[src/rtl/sprite_pkg.sv]
// Shared types and constants for the sprite layer renderer.
// PIX_W is derived from the screen size, which gives 10 bits for 640x480.
package sprite_pkg;

  function automatic int unsigned addr_width(input int unsigned depth);
    return (depth > 1) ? $clog2(depth) : 1;
  endfunction

  localparam int unsigned SCREEN_W = 640;
  localparam int unsigned SCREEN_H = 480;
  localparam int unsigned PIX_W    = addr_width((SCREEN_W > SCREEN_H) ? SCREEN_W : SCREEN_H);

  typedef logic [3:0] colour_t;

  typedef struct packed {
    colour_t red;
    colour_t green;
    colour_t blue;
  } rgb_t;

  // Per-pixel side information carried alongside the ROM fetch.
  typedef struct packed {
    logic vis;
    logic hit;
    rgb_t bg;
  } align_t;

  typedef enum logic [1:0] {
    SRC_BLACK,
    SRC_BG,
    SRC_SPRITE
  } pix_src_e;

endpackage

[src/rtl/sprite_delay_line.sv]
// Parametrised width/depth shift register with asynchronous active-low clear,
// used to keep the pixel side information aligned with the ROM pipeline.
module sprite_delay_line #(
  parameter int unsigned WIDTH = 1,
  parameter int unsigned DEPTH = 2
) (
  input  logic             vga_clk,
  input  logic             reset_n,
  input  logic [WIDTH-1:0] d,
  output logic [WIDTH-1:0] q
);

  logic [WIDTH-1:0] stage [DEPTH];

  always_ff @(posedge vga_clk or negedge reset_n) begin
    if (!reset_n) begin
      for (int unsigned i = 0; i < DEPTH; i++) stage[i] <= '0;
    end else begin
      stage[0] <= d;
      for (int unsigned i = 1; i < DEPTH; i++) stage[i] <= stage[i-1];
    end
  end

  assign q = stage[DEPTH-1];

endmodule

[src/rtl/sprite_layer_renderer.sv]
// Positioned, animated, power-of-two scaled sprite composited over a background
// stream with 3-cycle latency. Optional macro SPRITE_PIXCOUNT_EN adds opaque_count.
module sprite_layer_renderer
  import sprite_pkg::*;
#(
  parameter int unsigned SPR_W      = 64,
  parameter int unsigned SPR_H      = 64,
  parameter int unsigned FRAMES     = 4,
  parameter int unsigned IDX_W      = 4,
  parameter int unsigned SCALE_LOG2 = 1,
  parameter int unsigned TRANSP_IDX = 0,
  parameter int unsigned ROM_AW     = addr_width(SPR_W * SPR_H * FRAMES),
  parameter int unsigned FRAME_W    = addr_width(FRAMES)
) (
  input  logic               vga_clk,
  input  logic               reset_n,
  input  logic [PIX_W-1:0]   DrawX,
  input  logic [PIX_W-1:0]   DrawY,
  input  logic               blank,
  input  logic [PIX_W-1:0]   sprite_x,
  input  logic [PIX_W-1:0]   sprite_y,
  input  logic [FRAME_W-1:0] frame_sel,
  input  logic               flip_h,
  input  logic               sprite_en,
  input  logic [3:0]         bg_red,
  input  logic [3:0]         bg_green,
  input  logic [3:0]         bg_blue,
  output logic [ROM_AW-1:0]  rom_addr,
  input  logic [IDX_W-1:0]   rom_q,
  output logic [IDX_W-1:0]   pal_idx,
  input  logic [3:0]         pal_red,
  input  logic [3:0]         pal_green,
  input  logic [3:0]         pal_blue,
  output logic [3:0]         red,
  output logic [3:0]         green,
  output logic [3:0]         blue
`ifdef SPRITE_PIXCOUNT_EN
  ,
  output logic [12:0]        opaque_count
`endif
);

  localparam int unsigned XW    = addr_width(SPR_W);
  localparam int unsigned YW    = addr_width(SPR_H);
  localparam int unsigned EXT_W = SPR_W << SCALE_LOG2;
  localparam int unsigned EXT_H = SPR_H << SCALE_LOG2;

  logic [PIX_W-1:0]   sh_x;
  logic [PIX_W-1:0]   sh_y;
  logic [FRAME_W-1:0] sh_frame;
  logic               sh_flip;
  logic               sh_en;
  logic               armed;
  logic               origin;

  assign origin = (DrawX == '0) && (DrawY == '0);

  always_ff @(posedge vga_clk or negedge reset_n) begin
    if (!reset_n) begin
      sh_x     <= '0;
      sh_y     <= '0;
      sh_frame <= '0;
      sh_flip  <= 1'b0;
      sh_en    <= 1'b0;
      armed    <= 1'b0;
    end else if (origin) begin
      sh_x     <= sprite_x;
      sh_y     <= sprite_y;
      sh_frame <= frame_sel;
      sh_flip  <= flip_h;
      sh_en    <= sprite_en;
      armed    <= 1'b1;
    end
  end

  // Stage 0: sprite-relative coordinates; bit PIX_W is the borrow.
  logic [PIX_W:0]  dx;
  logic [PIX_W:0]  dy;
  logic            hit_s0;
  logic            vis_s0;
  logic [XW-1:0]   lx;
  logic [XW-1:0]   tex_x;
  logic [YW-1:0]   ly;

  assign dx = {1'b0, DrawX} - {1'b0, sh_x};
  assign dy = {1'b0, DrawY} - {1'b0, sh_y};

  assign hit_s0 = sh_en && !dx[PIX_W] && !dy[PIX_W]
                  && (dx < (PIX_W+1)'(EXT_W)) && (dy < (PIX_W+1)'(EXT_H));

  assign lx    = dx[SCALE_LOG2 +: XW];
  assign ly    = dy[SCALE_LOG2 +: YW];
  assign tex_x = sh_flip ? (XW'(SPR_W - 1) - lx) : lx;

  // The origin pixel itself is shown; everything before the first origin
  // after reset stays black.
  assign vis_s0 = blank && (armed || origin);

  // Address only moves on a hit so the ROM sees no toggling elsewhere.
  always_ff @(posedge vga_clk or negedge reset_n) begin
    if (!reset_n) begin
      rom_addr <= '0;
    end else if (hit_s0) begin
      rom_addr <= ROM_AW'({sh_frame, ly, tex_x});
    end
  end

  assign pal_idx = rom_q;

  // Two register stages here plus the output register give the 3-cycle match.
  align_t align_in;
  align_t align_d;

  assign align_in = '{vis: vis_s0, hit: hit_s0, bg: '{red: bg_red, green: bg_green, blue: bg_blue}};

  sprite_delay_line #(
    .WIDTH($bits(align_t)),
    .DEPTH(2)
  ) u_align (
    .vga_clk (vga_clk),
    .reset_n (reset_n),
    .d       (align_in),
    .q       (align_d)
  );

  // Stage 2: choose the source and register the final colour.
  pix_src_e src;
  rgb_t     pix_next;
  rgb_t     pix_q;

  always_comb begin
    src      = SRC_BLACK;
    pix_next = '0;
    if (align_d.vis) begin
      if (align_d.hit && (rom_q != IDX_W'(TRANSP_IDX))) src = SRC_SPRITE;
      else                                               src = SRC_BG;
    end
    case (src)
      SRC_SPRITE: pix_next = '{red: pal_red, green: pal_green, blue: pal_blue};
      SRC_BG:     pix_next = align_d.bg;
      default:    pix_next = '0;
    endcase
  end

  always_ff @(posedge vga_clk or negedge reset_n) begin
    if (!reset_n) pix_q <= '0;
    else          pix_q <= pix_next;
  end

  assign red   = pix_q.red;
  assign green = pix_q.green;
  assign blue  = pix_q.blue;

`ifdef SPRITE_PIXCOUNT_EN
  logic [12:0] opaque_cnt;
  logic        draw_sprite;

  assign draw_sprite = (src == SRC_SPRITE);

  // A sprite pixel drawn on the origin cycle belongs to the new frame's count.
  always_ff @(posedge vga_clk or negedge reset_n) begin
    if (!reset_n) begin
      opaque_cnt   <= '0;
      opaque_count <= '0;
    end else if (origin) begin
      opaque_count <= opaque_cnt;
      opaque_cnt   <= draw_sprite ? 13'd1 : '0;
    end else if (draw_sprite && (opaque_cnt != '1)) begin
      opaque_cnt <= opaque_cnt + 13'd1;
    end
  end
`endif

endmodule

[config.mk]
export PLATFORM = sky130hd
export DESIGN_NAME = sprite_layer_renderer
export DESIGN_NICKNAME = d
export VERILOG_FILES = /design/src/rtl/sprite_pkg.sv /design/src/rtl/sprite_delay_line.sv /design/src/rtl/sprite_layer_renderer.sv
export SDC_FILE = /design/constraint.sdc
export NUM_CORES = 1
export LEC_CHECK = 0
export CAP_MARGIN = 20
export CORE_MARGIN = 4
export CORE_UTILIZATION = 30
export DETAILED_ROUTE_END_ITERATION = 7
export GPL_TIMING_DRIVEN = 0
export PLACE_DENSITY = 0.54
export SLEW_MARGIN = 20
export SYNTH_ARGS = -nofsm -noshare
export SYNTH_HDL_FRONTEND = slang
export SYNTH_SLANG_ARGS = --single-unit
export TNS_END_PERCENT = 1
[constraint.sdc]
create_clock -name vga_clk -period 2.6 [get_ports vga_clk]
set_clock_uncertainty 0.05 [all_clocks]
set_input_delay 0.78 -clock vga_clk [delete_from_list [all_inputs] [get_ports vga_clk]]
set_output_delay 0.78 -clock vga_clk [all_outputs]
set_load 0.03 [all_outputs]
[After elaboration in Yosys (flattened, before gate mapping)]
Index checks and enable logic that the tools add are counted.
Storage, ports and cells
  bits in latches: 0
  bits in read-only memories: 0
  input bits: 75
  word-level logic and storage cells: 36
  memories kept: 0
  RAM bits: 0
  register bits after elaboration: 79
Operators by class
  multiplexer cells: 4
  add/sub/neg operators: 3
  divide/modulo/power cells: 0
  order comparisons: 2
  shift-type cells: 0
  equal/unequal tests: 2
  reductions and logical operators: 13
  multiply operators: 0
  bitwise logic cells: 0
Operator list (number)
  $pmux 12 s2: 1
  $lt 11x8->1 const B: 2
  $sub 10x10->11: 2
  $logic_not 10->1: 2
  $logic_and 1x1->1: 7
  $mux 6: 1
  $sub 6x6->6 const A: 1
  $mux 2: 2
  $reduce_bool 4->1: 1
  $eq 2x1->1 const B: 1
  $eq 2x2->1 const B: 1
  $logic_not 1->1: 2
  $logic_or 1x1->1: 1

[Longest topological paths before layout]
Gate-level depths: netlist of run 1.
  depth after elaboration: 6
  mapped depth: 11

[Cells and area by module]
From an unflattened synthesis of run 1, not the netlist that was laid out.
Unflattened totals
  cells, all modules: 372
  area, all modules: 4016.4 um^2
Modules (own cells, without submodules)
  sprite_layer_renderer: area an instance 3210.6 um^2, cells an instance 330, times used 1
  sprite_delay_line: area an instance 805.8 um^2, cells an instance 42, times used 1

[Worst setup path before layout of run 1]
Ideal clock, no wire load.
  path type: input -> register
  start: in DrawY[0]
  end: reg rom_addr[10]
  buffers on the path: 1
  setup time: 0.125 ns
  data required time: 2.425 ns
  stages on the path: 11
  setup slack: -0.625 ns
  data arrival time: 3.050 ns
  cell sequence: or2b_2 -> inv_1 -> fa_1 -> nand2b_1 -> a21oi_1 -> nor3_1 -> mux2_2 -> a2111oi_4 -> nand4_2 -> buf_6 -> mux2_4
On the way
  cells in the longest elaborated chain, start to end: 5
  elaborated cells between the ends (all ways): 6
  those cells by class: 1 x add/sub; 1 x order compare; 4 x reduce/logical
Ends and longest elaborated chain
  start, declared: RTL line sprite_layer_renderer.sv:18  | input logic [PIX_W-1:0] DrawY,
  $sub 10x10->11 (*): RTL line sprite_layer_renderer.sv:86  | assign dy = {1'b0, DrawY} - {1'b0, sh_y};
  branches (longest 4 deep; another with $lt 11x8->1)
  end signal, assigned: RTL line sprite_layer_renderer.sv:104  | rom_addr <= ROM_AW'({sh_frame, ly, tex_x});
  end, declared: RTL line sprite_layer_renderer.sv:28  | output logic [ROM_AW-1:0] rom_addr,
Every way passes the cells marked *.
A chain may end at the register's enable or synchronous reset.

[Worst setup path in the final report of run 1]
  start: in DrawY[0]
  end: reg rom_addr[7]
The elaborated chain is that of the path after synthesis.

==> flow_metrics.env, run 1 <==
export IMPL_worstPathCellList="buf_6 > or2b_4 > inv_2 > fa_2 > nand2b_4 > a21oi_4 > nor3_4 > mux2_4 > a2111oi_4 > nand4_4 > buf_12 > buf_12 > mux2_4"
export IMPL_cp_start_kind="input port"
export IMPL_routed_wl_um=10400
export IMPL_core_area_um2=12600
export IMPL_synth_area_per_cell_um2=10.8
export IMPL_m1WireLength_um=4750
export IMPL_nFillCells=1212
export IMPL_worst_ep_required_time_ns=2.77
export IMPL_synthArstFlopShare=1.00
export IMPL_fp_dieArea_um2=14800
export IMPL_cts_htree_levels=3
export IMPL_cp_slowest_cell="mux2_4"
export IMPL_diodes=0
export IMPL_antenna_found_initial=0
export IMPL_finalCritPeriodShare=1.12
export IMPL_final_max_slew_viol_count=0
export IMPL_syn2layout_area_growth_pct=54.2
export IMPL_yosysMostFrequentCell="dfrtp_1"
export IMPL_drv_cap=0
export IMPL_final_antenna_net_count=0
export IMPL_placed_cells=635
export IMPL_slew_headroom=0.653
export IMPL_dp_hpwl_um=7400
export IMPL_r2r_end="rom_addr[7]"
export IMPL_fp_dieW_um=122
export IMPL_synth_seq_area_share=0.510
export IMPL_drive_gt1_frac=0.248
export IMPL_setup_viol_count_final=15
export IMPL_crit_fanout=5
export IMPL_hold_end="u_align.q[9]"
export IMPL_hold_viol_final=0
export IMPL_power_total_mw=2.82
export IMPL_cts_tree="yes"
export IMPL_critical_path_class="in2reg"
export IMPL_reg2reg_slack_ns=-0.25
export IMPL_synth_edf_count=0
export IMPL_max_stage_delay_ns=0.34
export IMPL_synth_area_top_cells="dfrtp_1 (51%), ha_1 (5.8%), nand2_1 (4.7%)"
export IMPL_status="finished, violations left"
export IMPL_via_per_inst=4.63
export IMPL_place_gp_congestion=0.807
export IMPL_critPathBufInv=4
export IMPL_cts_buffers=9
export IMPL_reg2reg_depth=11
export IMPL_hold_depth=0
export IMPL_grt_start_max_net_pins=43
export IMPL_synth_warnings=0
export IMPL_synth_top_area_share=0.510
export IMPL_grt_pass1_vias=3199
export IMPL_clk_latency_ns=0.33
export IMPL_worst_ep_arrival_time_ns=3.09
export IMPL_clk_pin_slew_ns=0.06
export IMPL_rsz0062_at_grt="true"
export IMPL_wl_met2_um=4940
export IMPL_hold_class="reg2reg"
export IMPL_fp_row_count=41
export IMPL_layout_min_cycle_time_ns=2.92
export IMPL_synth_top_area_cell="dfrtp_1"
export IMPL_synth_fp_nets=453
export IMPL_cp_end_kind="flip-flop"
export IMPL_wl_per_cell_um=15.5
export IMPL_max_freq_ghz=0.342
export IMPL_highest_layer="met4"
export IMPL_cts_root_buf="clkbuf_16"
export IMPL_power_density_nw_per_um2=472
export IMPL_setup_tns_ns=-4.01
export IMPL_ys_flop_type="dfrtp_1"
export IMPL_worst_pin_slew_ns=0.507
export IMPL_dr_pass1_iters=4
export IMPL_synth_ff_latch_count=79
export IMPL_clkSinkCount=79
export IMPL_fin_cells=671
export IMPL_cp_top_family="simple AND/OR/NAND/NOR gates"
export IMPL_multi_input_area_um2=2070
export IMPL_crit_cells=13
export IMPL_ctsLongestPathBuffers=2
export IMPL_gr_total_overflow=0
export IMPL_drtIter0Drc=169
export IMPL_vias=3110
export IMPL_r2r_start="sh_x[2]"
export IMPL_synth_cells=358
export IMPL_regArea_um2=1980
export IMPL_start_util=0.307
export IMPL_violations="negative setup slack"
export IMPL_nNetsFinal=589
export IMPL_grt_first_pass_wirelength_um=16500
export IMPL_dieHeight_um=122
export IMPL_finish_utilization=0.474
export IMPL_synth_common_cells="dfrtp_1 (79), nand2_1 (49), inv_1 (27)"
export IMPL_track_usage=0.144
export IMPL_peakVddDrop_mv=0.313
export IMPL_worstHoldStart="u_align.stage[23]"
export IMPL_drc=0
export IMPL_p_leak_nw=2.71
export IMPL_ys_types=54
export IMPL_ios=105
export IMPL_startpoint="DrawY[0]"
export IMPL_wl_met3_um=524
export IMPL_portBuffers=104
export IMPL_setup_ws_ns=-0.323
export IMPL_syn_area_um2=3880
export IMPL_cts_hold_buffers_added=0
[registers in the layout, summed over array words and instances (netlist names)]
name and count:
armed 1, blue 4, green 4, red 4, rom_addr 14, sh_en 1
sh_flip 1, sh_frame 2, sh_x 10, sh_y 10, u_align.q 14, u_align.stage 14
[worst max path at each step]
stage / endpoint / slack [ns]
2_1_floorplan: rom_addr[10] / -0.53
3_3_place_gp: sh_x[3] / -2.16
3_5_place_dp: rom_addr[3] / -1.45
4_1_cts: rom_addr[7] / -0.44
5_1_grt: rom_addr[11] / -0.40
6_report: rom_addr[7] / -0.32
[cell usage in the layout (no fill, tap or decap), types with 7 or more instances in the layout]
cell type,Yosys,routed
a21boi_0,12,12
a21oi_1,13,10
buf_4,4,28
clkbuf_16,0,9
clkbuf_2,0,7
clkdlybuf4s50_1,0,80
dfrtp_1,79,79
dlygate4sd2_1,0,7
ha_4,0,16
inv_1,27,25
mux2_2,12,11
mux2_4,8,9
nand2_1,49,48
nor2_1,13,11
o21ai_0,26,23
xnor2_1,11,11
[power by group]
part | switching, mW | internal [mW]
clock | 0.511 | 0.750
sequential | 0.00469 | 1.25
combinational | 0.132 | 0.176
[layer usage]
layer / global-route usage / vias to the layer above
met5: 0 / -
met4: 0.0441 / 0
met3: 0.0330 / 17
met2: 0.238 / 100
met1: 0.188 / 1474
li1: - / 1519
[cell families (layout without fill, tap and decap cells)]
group,Yosys count,in the layout,synth area share
AOI/OAI and AO/OA,83,83,0.148
xor gates and xnor gates,14,14,0.0316
adders and majority gates,20,20,0.0684
buffers and inverters,43,184,0.0481
DFF,79,79,0.510
muxes,23,23,0.0736
and+or+nand+nor,96,96,0.121
[worst register-to-register path, cell delays in order, from the launching register on]
cell and delay [ns]:
dfrtp_1 0.36, inv_1 0.11, ha_4 0.22, o21a_1 0.19, or2_4 0.27, a2111oi_4 0.37
o31ai_2 0.14, nor4_4 0.31, nand4_4 0.14, buf_12 0.16, buf_12 0.13, mux2_4 0.29
[what timing repair did]
action	4_1_cts	5_1_grt
setup endpoints to repair	41	37
pin swaps	16	24
resized for setup	80	37
endpoints found under the hold margin	0	0
buffers inserted	12	10
[area by class of cell]
| type | count | area share |
|---|---|---|
| Multi-Input combinational cell | 236 | 0.347 |
| Buffer | 14 | 0.0165 |
| Clock buffer | 10 | 0.0383 |
| Sequential cell | 79 | 0.331 |
| Inverter | 27 | 0.0169 |
| Clock inverter | 6 | 0.0115 |
| Tap cell | 172 | 0.0360 |
| Timing Repair Buffer | 127 | 0.203 |
[per-stage QoR]
| step | setup slack, ns | hold WS, ns | area [um^2] |
|---|---|---|---|
| 6_report | -0.323 | 0.297 | 5980 |
| 5_1_grt | -0.404 | 0.305 | 5980 |
| 4_1_cts | -0.437 | 0.299 | 5840 |
| 3_5_place_dp | -1.45 | 0.285 | 5160 |
| 3_3_place_gp | -2.16 | 0.282 | 5140 |
| 2_1_floorplan | -0.530 | 0.281 | 3880 |
Note: power is estimated with default switching activity, not from simulation.
==> run 2: changes to the inputs <==
PLACE_DENSITY = not set   (was 0.54)
==> run 2 against run 1 <==
The run still ends with negative setup slack left. Sequential cell count did not move. Sequential share of layout area down 0.20 points. Cell count fell by 0.60%. Count of clock-buffer cells in the layout unchanged. Wire length shrank 1.1%. Sequential power about the same. Non-clock buffer count shrank 3.
==> flow_metrics.env, run 2 (synthesis results as in run 1) <==
export IMPL_peakVddDrop_mv=0.355
export IMPL_cts_htree_levels=3
export IMPL_setup_viol_count_final=14
export IMPL_core_area_um2=12600
export IMPL_regArea_um2=1980
export IMPL_routed_wl_um=10300
export IMPL_wl_per_cell_um=15.4
export IMPL_grt_pass1_vias=3270
export IMPL_nFillCells=1186
export IMPL_cts_buffers=9
export IMPL_placed_cells=635
export IMPL_cts_tree="yes"
export IMPL_reg2reg_slack_ns=-0.32
export IMPL_cp_top_family="multiplexers"
export IMPL_worst_pin_slew_ns=0.542
export IMPL_p_leak_nw=2.71
export IMPL_hold_class="reg2reg"
export IMPL_cp_slowest_cell="mux2_4"
export IMPL_vias=3082
export IMPL_clkSinkCount=79
export IMPL_critPathBufInv=3
export IMPL_max_stage_delay_ns=0.33
export IMPL_grt_first_pass_wirelength_um=16700
export IMPL_drc=0
export IMPL_portBuffers=104
export IMPL_ios=105
export IMPL_violations="negative setup slack"
export IMPL_layout_min_cycle_time_ns=2.96
export IMPL_gr_total_overflow=0
export IMPL_clk_latency_ns=0.34
export IMPL_max_freq_ghz=0.338
export IMPL_place_gp_congestion=0.871
export IMPL_nNetsFinal=586
export IMPL_status="finished, violations left"
export IMPL_clk_pin_slew_ns=0.06
export IMPL_critical_path_class="in2reg"
export IMPL_start_util=0.307
export IMPL_dr_pass1_iters=4
export IMPL_hold_viol_final=0
export IMPL_worst_ep_required_time_ns=2.77
export IMPL_layout_common_cells="clkdlybuf4s50_1 (80), dfrtp_1 (79), nand2_1 (49)"
export IMPL_finish_utilization=0.477
export IMPL_diodes=0
export IMPL_drv_cap=0
export IMPL_power_total_mw=2.84
export IMPL_slew_headroom=0.634
export IMPL_cp_end_kind="flip-flop"
export IMPL_setup_ws_ns=-0.357
export IMPL_fp_dieArea_um2=14800
export IMPL_rsz0062_at_grt="true"
export IMPL_grt_start_max_net_pins=46
export IMPL_drive_gt1_frac=0.253
export IMPL_fp_row_count=41
export IMPL_fp_dieW_um=122
export IMPL_final_max_slew_viol_count=0
export IMPL_antenna_found_initial=0
export IMPL_dieHeight_um=122
export IMPL_cp_start_kind="input port"
export IMPL_place_ws_ns=-1.43
export IMPL_track_usage=0.147
export IMPL_ctsLongestPathBuffers=2
export IMPL_crit_fanout=5
export IMPL_fin_cells=667
export IMPL_via_per_inst=4.62
export IMPL_cts_hold_buffers_added=0
export IMPL_finalCritPeriodShare=1.14
export IMPL_worstPathCellList="dlygate4sd2_1 > ha_4 > o21ai_2 > a21oi_4 > nor3_4 > mux2_4 > a2111oi_4 > nand4_4 > buf_12 > buf_12 > mux2_4"
export IMPL_dp_hpwl_um=7480
export IMPL_multi_input_area_um2=2090
export IMPL_setup_tns_ns=-4.24
export IMPL_cts_root_buf="clkbuf_16"
export IMPL_worst_ep_arrival_time_ns=3.13
export IMPL_layout_commonest_cell="clkdlybuf4s50_1"
export IMPL_drtIter0Drc=237
export IMPL_final_antenna_net_count=0
export IMPL_syn2layout_area_growth_pct=55.1
export IMPL_power_density_nw_per_um2=471
[run 2: final timing paths]
path,from,to,cells after the start
worst max-delay path,DrawY[3],rom_addr[3],11
worst min-delay path,u_align.stage[27],u_align.q[13],0
worst max register to register,sh_y[0],rom_addr[3],13
worst min register to register,u_align.stage[27],u_align.q[13],0
max in group asynchronous,reset_n,sh_x[2],2
min in group asynchronous,reset_n,green[2],1
[run 2: cell type report]
class,count,share of cell area
sequential,79,0.329
clock buffer,10,0.0397
timing repair buffer,124,0.205
clock inverter,5,0.00977
buffer,14,0.0171
multi-input combinational,236,0.347
tap,172,0.0358
inverter,27,0.0168
[run 2: layer usage]
layer	GRT usage	vias up	routed length, um
li1	-	1504	-
met2	0.240	96	4810
met3	0.0325	13	627
met5	0	-	0
met4	0.0630	0	223
met1	0.189	1469	4600
[run 2: stage by stage]
step	cell area, um^2	hold slack [ns]
after floorplan	3880	0.281
after global placement	5140	0.282
after detailed placement	5160	0.286
after CTS	5920	0.299
after global routing	6020	0.309
final	6020	0.298
[run 2: repair_timing]
item | 4_1_cts | 5_1_grt
buffers inserted | 14 | 4
pin swaps | 21 | 11
gates cloned | 1 | 0
setup endpoints to repair | 41 | 37
hold endpoints to repair | 0 | 0
gates resized for setup | 96 | 22
[run 2: power breakdown]
part / leakage (nW) / internal (mW) / switching, mW
sequential: 0.949 / 1.25 / 0.00472
clock: 0.141 / 0.764 / 0.509
combinational: 1.62 / 0.178 / 0.133
